===== config.mk =====
export PLATFORM = sky130hd
export DESIGN_NAME = auth_resp_scheduler
export DESIGN_NICKNAME = d
export VERILOG_FILES = /design/src/rtl/auth_resp_scheduler_pkg.sv /design/src/rtl/auth_resp_scheduler_rr_arbiter.sv /design/src/rtl/auth_resp_scheduler.sv
export SDC_FILE = /design/constraint.sdc
export NUM_CORES = 1
export LEC_CHECK = 0
export ABC_AREA = 1
export BUFFER_PORTS_ARGS = -buffer_cell sky130_fd_sc_hd__buf_4
export CELL_PAD_IN_SITES_DETAIL_PLACEMENT = 1
export CELL_PAD_IN_SITES_GLOBAL_PLACEMENT = 1
export CORE_MARGIN = 3
export CORE_UTILIZATION = 39
export CTS_CLUSTER_DIAMETER = 50
export DETAILED_ROUTE_END_ITERATION = 12
export PLACE_DENSITY_LB_ADDON = 0.1
export SLEW_MARGIN = 5
export SYNTH_ARGS = -nofsm -noshare
export SYNTH_HDL_FRONTEND = slang
export SYNTH_HIERARCHICAL = 1
export SYNTH_SLANG_ARGS = --single-unit

===== constraint.sdc =====
create_clock -name clk -period 4.92 [get_ports clk]
set_input_delay 0.984 -clock clk [delete_from_list [all_inputs] [get_ports clk]]
set_output_delay 0.984 -clock clk [all_outputs]
set_load 0.01 [all_outputs]

===== src/rtl/auth_resp_scheduler_pkg.sv =====
// Shared constants, state encoding and helpers for the
// authentication responder scheduler.
package auth_resp_scheduler_pkg;

    localparam int AUTH_MSG_LEN        = 64;
    localparam int AUTH_TIMEOUT_CYCLES = 1024;

    localparam logic [7:0] AUTH_VERSION     = 8'd1;
    localparam logic [7:0] MSG_TYPE_ERROR   = 8'd127;

    localparam logic [7:0] ERR_INVALID_REQUEST      = 8'd1;
    localparam logic [7:0] ERR_UNSUPPORTED_PROTOCOL = 8'd2;
    localparam logic [7:0] ERR_BUSY                 = 8'd3;
    localparam logic [7:0] ERR_UNSPECIFIED          = 8'd4;

    localparam int SIZE_OF_STATES_SCHED = 6;

    typedef enum logic [SIZE_OF_STATES_SCHED-1:0] {
        S_IDLE     = 6'b000001,
        S_ISSUE    = 6'b000010,
        S_WAIT_RSP = 6'b000100,
        S_RELEASE  = 6'b001000,
        S_TIMEOUT  = 6'b010000,
        S_DELIVER  = 6'b100000
    } sched_state_t;

    // Header vars are MSB-first: version, type, param1, param2.
    function automatic logic [31:0] err_header(input logic [7:0] code);
        return {AUTH_VERSION, MSG_TYPE_ERROR, code, 8'd0};
    endfunction

endpackage


===== src/rtl/auth_resp_scheduler_rr_arbiter.sv =====
// Combinational rotate-priority picker: first set request
// at or after ptr, wrapping around.
module rr_arbiter #(
    parameter int N_REQ = 2,
    parameter int PW    = $clog2(N_REQ)
) (
    input  logic [N_REQ-1:0] req,
    input  logic [PW-1:0]    ptr,
    output logic [N_REQ-1:0] grant,
    output logic [PW-1:0]    idx,
    output logic             any
);

    always_comb begin
        int j;
        grant = '0;
        idx   = '0;
        any   = 1'b0;
        j     = 0;
        for (int k = 0; k < N_REQ; k++) begin
            j = int'(ptr) + k;
            if (j >= N_REQ) j = j - N_REQ;
            if (!any && req[j]) begin
                any      = 1'b1;
                grant[j] = 1'b1;
                idx      = PW'(j);
            end
        end
    end

endmodule


===== src/rtl/auth_resp_scheduler.sv =====
// Shares one authentication responder among N_REQ ports with
// round-robin arbitration and a response timeout.
module auth_resp_scheduler
    import auth_resp_scheduler_pkg::*;
#(
    parameter int N_REQ          = 2,
    parameter int MSG_LEN        = AUTH_MSG_LEN,
    parameter int TIMEOUT_CYCLES = AUTH_TIMEOUT_CYCLES
) (
    input  logic                     clk,
    input  logic                     reset,
    input  logic [N_REQ-1:0]         req_valid,
    input  logic [N_REQ*MSG_LEN-1:0] req_msg,
    output logic [N_REQ-1:0]         req_ready,
    output logic [N_REQ-1:0]         rsp_valid,
    output logic [MSG_LEN-1:0]       rsp_msg,
    input  logic [N_REQ-1:0]         rsp_ack,
    output logic                     resp_req_in,
    output logic [MSG_LEN-1:0]       auth_msg_resp_in,
    output logic                     Ack_in,
    output logic                     resp_reset,
    input  logic                     resp_req_out,
    input  logic [MSG_LEN-1:0]       auth_msg_resp_out,
    output logic                     busy,
    output logic [7:0]               timeout_count
);

    localparam int PW = $clog2(N_REQ);
    localparam int TW = $clog2(TIMEOUT_CYCLES) + 1;
    localparam logic [MSG_LEN-1:0] ERR_MSG =
        {err_header(ERR_UNSPECIFIED), {(MSG_LEN-32){1'b0}}};

    sched_state_t state_q, state_d;

    logic [PW-1:0]      rr_ptr_q, rr_ptr_d, g_q, g_d;
    logic [MSG_LEN-1:0] msg_q, msg_d, cap_q, cap_d;
    logic [MSG_LEN-1:0] rsp_msg_d, amsg_d;
    logic [TW-1:0]      timer_q, timer_d;
    logic [7:0]         tcnt_d;
    logic [N_REQ-1:0]   req_ready_d, rsp_valid_d;
    logic               resp_req_in_d, ack_d, rreset_d, busy_d;

    logic [N_REQ-1:0] arb_grant;
    logic [PW-1:0]    arb_idx;
    logic             arb_any;

    rr_arbiter #(.N_REQ(N_REQ), .PW(PW)) u_arb (
        .req   (req_valid),
        .ptr   (rr_ptr_q),
        .grant (arb_grant),
        .idx   (arb_idx),
        .any   (arb_any)
    );

    always_comb begin
        state_d     = state_q;
        rr_ptr_d    = rr_ptr_q;
        g_d         = g_q;
        msg_d       = msg_q;
        cap_d       = cap_q;
        timer_d     = timer_q;
        tcnt_d      = timeout_count;
        rsp_msg_d   = rsp_msg;
        amsg_d      = auth_msg_resp_in;
        req_ready_d = '0;
        ack_d       = 1'b0;
        rreset_d    = 1'b0;
        unique case (state_q)
            S_IDLE: begin
                if (arb_any) begin
                    state_d     = S_ISSUE;
                    g_d         = arb_idx;
                    msg_d       = req_msg[int'(arb_idx)*MSG_LEN +: MSG_LEN];
                    req_ready_d = arb_grant;
                end
            end
            S_ISSUE: begin
                state_d = S_WAIT_RSP;
                timer_d = '0;
                amsg_d  = msg_q;
            end
            S_WAIT_RSP: begin
                // A response in the final timer cycle beats the timeout.
                if (resp_req_out) begin
                    state_d = S_RELEASE;
                    cap_d   = auth_msg_resp_out;
                    ack_d   = 1'b1;
                end else if (timer_q == TW'(TIMEOUT_CYCLES-1)) begin
                    state_d  = S_TIMEOUT;
                    cap_d    = ERR_MSG;
                    rreset_d = 1'b1;
                    if (timeout_count != 8'hFF)
                        tcnt_d = timeout_count + 8'd1;
                end else begin
                    timer_d = timer_q + TW'(1);
                end
            end
            S_RELEASE, S_TIMEOUT: begin
                state_d   = S_DELIVER;
                rsp_msg_d = cap_q;
            end
            S_DELIVER: begin
                if (rsp_ack[g_q]) begin
                    state_d  = S_IDLE;
                    rr_ptr_d = (g_q == PW'(N_REQ-1)) ? '0 : g_q + PW'(1);
                end
            end
            default: state_d = S_IDLE;
        endcase
        resp_req_in_d = (state_d == S_WAIT_RSP);
        busy_d        = (state_d != S_IDLE);
        rsp_valid_d   = (state_d == S_DELIVER) ? (N_REQ'(1) << g_d) : '0;
    end

    always_ff @(posedge clk) begin
        if (reset) begin
            state_q          <= S_IDLE;
            rr_ptr_q         <= '0;
            g_q              <= '0;
            msg_q            <= '0;
            cap_q            <= '0;
            timer_q          <= '0;
            timeout_count    <= '0;
            req_ready        <= '0;
            rsp_valid        <= '0;
            rsp_msg          <= '0;
            resp_req_in      <= 1'b0;
            auth_msg_resp_in <= '0;
            Ack_in           <= 1'b0;
            resp_reset       <= 1'b0;
            busy             <= 1'b0;
        end else begin
            state_q          <= state_d;
            rr_ptr_q         <= rr_ptr_d;
            g_q              <= g_d;
            msg_q            <= msg_d;
            cap_q            <= cap_d;
            timer_q          <= timer_d;
            timeout_count    <= tcnt_d;
            req_ready        <= req_ready_d;
            rsp_valid        <= rsp_valid_d;
            rsp_msg          <= rsp_msg_d;
            resp_req_in      <= resp_req_in_d;
            auth_msg_resp_in <= amsg_d;
            Ack_in           <= ack_d;
            resp_reset       <= rreset_d;
            busy             <= busy_d;
        end
    end

endmodule


# After elaboration in Yosys (flattened, before gate mapping)
# Index checks and enable logic that the tools add are counted.
[classes] n_eq_ne=13 bitwise_logic=6 n_addsub=6 shift=2 order_cmp=7 n_reduce_logical=16 muxes=35
[op_table] op="64-bit 2-to-1 mux" n=2
[op_table] op="128-bit by 8-bit indexed part select with 64-bit output" n=1
[op_table] op="32-bit by 1-bit >= comparator with 1-bit output (second input constant)" n=2
[op_table] op="32-bit by 3-bit less-than comparator with 1-bit output (second input constant)" n=2
[op_table] op="32-bit 2-to-1 mux" n=2
[op_table] op="32-bit by 3-bit >= comparator with 1-bit output (second input constant)" n=1
[op_table] op="32-bit by 3-bit subtractor with 32-bit output (second input constant)" n=1
[op_table] op="6-bit case mux with 5 select lines" n=1
[op_table] op="6-bit 2-to-1 mux" n=4
[op_table] op="11-bit 2-to-1 mux" n=2
[op_table] op="11-bit case mux with 2 select lines" n=1
[op_table] op="1-bit 2-to-1 mux" n=19
[op_table] op="6-bit by 3-bit == test with 1-bit output (second input constant)" n=2
[op_table] op="6-bit == test (second input constant)" n=2
[op_table] op="11-bit by 1-bit adder with 11-bit output (second input constant)" n=1
[op_table] op="11-bit by 10-bit == test with 1-bit output (second input constant)" n=1
[op_table] op="8-bit by 1-bit adder with 8-bit output (second input constant)" n=1
[op_table] op="8-bit inequality test (second input constant)" n=1
[op_table] op="6-bit by 1-bit == test with 1-bit output (second input constant)" n=1
[op_table] op="6-bit by 2-bit == test with 1-bit output (second input constant)" n=1
[op_table] op="6-bit by 4-bit == test with 1-bit output (second input constant)" n=1
[op_table] op="6-bit by 5-bit == test with 1-bit output (second input constant)" n=1
[op_table] op="6-bit by 1-bit inequality test with 1-bit output (second input constant)" n=1
[op_table] op="2-bit AND reduction" n=3
[op_table] op="18 further kinds" n=31
[word_totals] inputBits=199 ff_bits=291 word_cells=100

# Depth between registers and ports, before layout
[depth] depth_word=14 mapped_depth=11 depth_no_buf=10

# By module
# Netlist, hierarchy kept.
[modules_own_cells] module="auth_resp_scheduler" n_inst=1 area_per_inst_um2=11018.1 seq_area_each_um2=5825.6 cells_per_inst=1380
[modules_own_cells] module="rr_arbiter" n_inst=1 area_per_inst_um2=55.1 seq_area_each_um2=0.0 cells_per_inst=14

# Worst setup path after synthesis
# OpenSTA, ideal clock, no wires.
[synth_timing] kind="input -> register" startpoint="input req_valid[0]" endpoint="register msg_q[13]" setup_time_ps=74 path_slack_ps=2850 required_time_ps=4846 path_stages=8 n_path_buf=2 t_arrival_ps=1996 path_cell_list="inv_1 nor2_2 nor2_1 inv_1 clkbuf_1 clkbuf_1 nand2_1 a31oi_1"
[synth_between] elab_chain_cells=8 elab_cells_between_ends=14
[synth_rtl] element="start, declared" line_no="auth_resp_scheduler.sv:12" rtl="input logic [N_REQ-1:0] req_valid,"
[synth_rtl] element="1-bit 2-to-1 mux (implied by the code) (3 in a row)" line_no="auth_resp_scheduler_rr_arbiter.sv:23" rtl="if (!any && req[j]) begin"
[synth_rtl] element="1-bit 2-to-1 mux" line_no="auth_resp_scheduler_rr_arbiter.sv:23"
[synth_rtl] element="1-bit zero test" line_no="auth_resp_scheduler_rr_arbiter.sv:23"
[synth_rtl] element="1-bit logical AND" line_no="auth_resp_scheduler_rr_arbiter.sv:23"
[synth_rtl] element="1-bit 2-to-1 mux (*)" line_no="auth_resp_scheduler_rr_arbiter.sv:23"
[synth_rtl] element="named net arb_idx" line_no="auth_resp_scheduler.sv:44" rtl="logic [PW-1:0] arb_idx;"
[synth_rtl] element="128-bit by 8-bit indexed part select with 64-bit output (*)" line_no="auth_resp_scheduler.sv:73" rtl="msg_d = req_msg[int'(arb_idx)*MSG_LEN +: MSG_LEN];"
[synth_rtl] element="end signal, assigned" line_no="auth_resp_scheduler.sv:136" rtl="msg_q <= msg_d;"
[synth_rtl] element="end, declared" line_no="auth_resp_scheduler.sv:36" rtl="logic [MSG_LEN-1:0] msg_q, msg_d, cap_q, cap_d;"
# The timed path passes the listed nets; every way through them passes the cells marked *. The select of a mux whose other input is x is not followed.
# A chain may end at the register's enable or synchronous reset.

# Final worst setup path
[layout_timing] startpoint="register state_q[0]" endpoint="register rsp_valid[1]"
[layout_between] elab_chain_cells=6 elab_cells_between_ends=17
[layout_rtl] element="start, declared" line_no="auth_resp_scheduler.sv:33" rtl="sched_state_t state_q, state_d;"
[layout_rtl] element="start signal, assigned" line_no="auth_resp_scheduler.sv:133" rtl="state_q <= state_d;"
[layout_rtl] element="6-bit by 4-bit == test with 1-bit output, or another cell as far along" line_no="auth_resp_scheduler.sv:68" rtl="unique case (state_q)"
[layout_rtl] element="2-bit OR reduction or 6-bit 2-to-1 mux (tied branches)" line_no="auth_resp_scheduler.sv:68, auth_resp_scheduler.sv:84"
[layout_rtl] element="6-bit case mux with 5 select lines" line_no="auth_resp_scheduler.sv:68"
[layout_rtl] element="6-bit == test" line_no="auth_resp_scheduler.sv:112" rtl="rsp_valid_d = (state_d == S_DELIVER) ? (N_REQ'(1) << g_d) : '0;"
[layout_rtl] element="1-bit NOT (no line)"
[layout_rtl] element="2-bit OR reduction (no line)"
[layout_rtl] element="end signal, assigned" line_no="auth_resp_scheduler.sv:141" rtl="rsp_valid <= rsp_valid_d;"
[layout_rtl] element="end, declared" line_no="auth_resp_scheduler.sv:15" rtl="output logic [N_REQ-1:0] rsp_valid,"
# Parallel ways exist; a longest one is shown, timed or not.

==> impl_metrics.toml <==
[logic_synthesis]
synthFlopType = "dfxtp_1"
yosysTopAreaCellShare_pct = 52.6
synth_edf_count = 0
ys_seq_area_share_pct = 52.6
yosysUniqueCellTypes = 33
synthTopCellsByCount = "nand2_1 (335), dfxtp_1 (291), nor2_1 (218)"
yosysMostFrequentCell = "nand2_1"
synth_area_leaders = "dfxtp_1 (53%), nand2_1 (11%), nor2_1 (7.4%), o21ai_0 (5.9%), a31oi_1 (4.1%)"
synth-seq-cells = 291
syn_area_per_cell_um2 = 7.94
syn-instance-count = 1394
syn-num-nets = 1595
syn-cell-area_mm2 = 0.0111
synth_top_cell_by_area = "dfxtp_1"
yosysWarnings = 6
synth-async-reset-ratio_pct = 0

[die]
coreArea_mm2 = 0.0279
initial_utilization_pct = 39.7
rows = 61
design.die.area_mm2 = 0.0305
die_x_um = 175
io_pins = 343
fp.dieH_um = 175

[clock_network]
cts_buffers = 37
cts_num_sinks = 291
postCtsHoldBufs = 0
clk_pin_slew_ns = 0.06
post_cts_resize_count = 0
clockBufferDepth = 3
cts-root-buf = "clkbuf_16"
cts_tree = "yes"
clk_latency_ns = 0.51
htree_levels = 2
post_cts_buffers = 0

[timing]
setup_violations = 0
slew_headroom_pct = 44.8
tightest_slew_ns = 0.829
rsz0062_at_grt = "false"
hold_violations = 0
post-route-min-period_ns = 2.74
clock_skew_ns = 0.0150
fin_crit_sh_pct = 55.7
drv_slew = 0
setup_tns_ns = 0
clock.fmax_ghz = 0.365

[power_and_ir_drop]
switching_share_pct = 24.2
power_frac_comb_pct = 8.9
clockPowerShare_pct = 45.9
p_leak_nw = 6.57
power_switching_mw = 1.35
p_seq_share_pct = 45.2
vdd_drop_max_mv = 0.231
power.density_mw_per_mm2 = 375
cell_internal_pwr_mw = 4.24

[global_routing]
overflow = 0
gr-usage-met2_pct = 39.9
grt_busiest_layer = "met2"
grt_start_max_net_pins = 116
use_met3_pct = 8.67
track_usage_pct = 23.9
grtUsageMet1_pct = 29.1
grt_pass1_vias = 11100
grt_first_pass_wirelength_um = 59400
antenna_found_initial = 0

[critical_path]
critical_path_class = "reg -> reg"
cp_max_fo = 65
cp-end-kind = "flip-flop"
crit_required_ns = 5.34
worstPathArrival_ns = 3.16
worstSetupStartpointType = "flip-flop"

[layout]
regArea_mm2 = 0.00583
fin_nets = 1887
area_delta_synth_final_pct = 34.6
diodes = 0
multi_input_area_mm2 = 0.00464
drive_gt1_share_pct = 26.1
fillers = 3438
fin_util_pct = 53.5

[routing]
drt_pass1_iterations = 5
drc_errors = 0
ant_nets = 0
wl_per_cell_um = 18.0
drtIter0Drc = 514
via_per_inst = 5.12
wirelength_um = 37600
dr_total_vias = 10700

[flow_run]
maxCapViolations = 0

[placed_design]
numPortBuffers = 342
dp_hpwl_um = 24500
gp_congestion = 0.846

[run_status]
outcome = "complete, no violations"

[worst_hold_path]
hold_class = "reg -> reg"
-- cells in the final DEF, fill, tap and decap left out, types with 2 or more instances in the layout --
cell	count
clkbuf_16	39
a22oi_2	9
nor2_1	217
nor3_1	4
o21ai_0	130
dfxtp_1	291
clkinvlp_4	2
nand4_1	7
inv_2	3
ha_1	2
xnor2_1	2
xor2_1	7
clkinv_4	2
nor2_4	6
nand2_1	334
inv_1	33
buf_4	353
nand3_4	2
nand3_1	23
and3_1	2
a21oi_1	83
nand4_4	2
nor2_2	5
nand2_4	2
a22oi_1	45
a31oi_1	73
clkbuf_1	9
clkinv_2	5
nand2_2	4
clkbuf_8	4
-- through the flow --
step	hold WS [ns]	total power, mW	worst slack (ns)	instances	area (µm²)
2_1_floorplan	0.436	2.84	2.85	1394	11100
3_3_place_gp	0.444	3.06	2.08	2025	13700
3_5_place_dp	0.451	3.07	1.91	2025	13700
4_1_cts	0.460	5.66	2.14	2087	14900
5_1_grt	0.471	5.83	1.93	2087	14900
6_report	0.455	5.59	2.18	2087	14900
-- sequential cells by signal, indices dropped and copies added, names as in the netlist --
signal and count:
Ack_in 1, auth_msg_resp_in 64, busy 1, cap_q 64, g_q 1, msg_q 64
req_ready 2, resp_req_in 1, resp_reset 1, rr_ptr_q 1, rsp_msg 64, rsp_valid 2
state_q 6, timeout_count 8, timer_q 11
-- kinds of logic (layout without fill, tap and decap cells) --
logic type               count (synthesis)  after routing  share of synthesized area, %
adder cells (fa/ha/maj)                  2              2                         0.226
buffers and inverters                  138            453                          5.60
AO/OA/AOI/OAI                          342            342                          18.0
XOR/XNOR                                 9              9                         0.712
multiplexers                             1              1                        0.0904
flip-flops                             291            291                          52.6
AND/OR/NAND/NOR                        611            611                          22.7
-- per-layer routing --
layer	part of all wire [%]	up-vias
met5	0	-
met4	2.4	0
met3	8.9	59
met2	47	318
met1	42	5114
li1	-	5202
-- final cells by class --
class	instances	share of cell area, %
Sequential cell	291	39.1
Timing Repair Buffer	354	17.9
Tap cell	378	3.17
Clock buffer	52	7.15
Multi-Input combinational cell	965	31.1
Clock inverter	10	0.613
Inverter	37	0.940
-- worst max-delay path, stage by stage, from the launching register on --
cell     delay (ns)
dfxtp_1        0.34
nor2_1         0.26
nand4_1        0.16
nand2_2        0.08
buf_4          0.53
inv_2          0.46
buf_4          0.39
o21ai_0        0.12
nand2_1        0.11
nor2_1         0.18
-- path summary, 6_finish.rpt --
path / end / cells past startpoint / slack (ns) / start
worst min-delay path: auth_msg_resp_in[55]$_SDFFE_PP0P_ / 2 / 0.46 / msg_q[55]$_SDFFE_PP0P_
worst max register to register: rsp_valid[1]$_SDFF_PP0_ / 9 / 2.18 / state_q[0]$_SDFF_PP1_
worst max-delay path: rsp_valid[1]$_SDFF_PP0_ / 9 / 2.18 / state_q[0]$_SDFF_PP1_
worst min register to register: auth_msg_resp_in[55]$_SDFFE_PP0P_ / 2 / 0.46 / msg_q[55]$_SDFFE_PP0P_
-- power groups by stage --
stage / logic, mW / registers, mW / clock network (mW)
2_1_floorplan: 0.274 / 2.57 / 0
3_3_place_gp: 0.484 / 2.57 / 0
3_5_place_dp: 0.501 / 2.57 / 0
4_1_cts: 0.504 / 2.53 / 2.63
5_1_grt: 0.558 / 2.54 / 2.73
6_report: 0.497 / 2.53 / 2.57
Note: power is estimated with default switching activity, not from simulation.
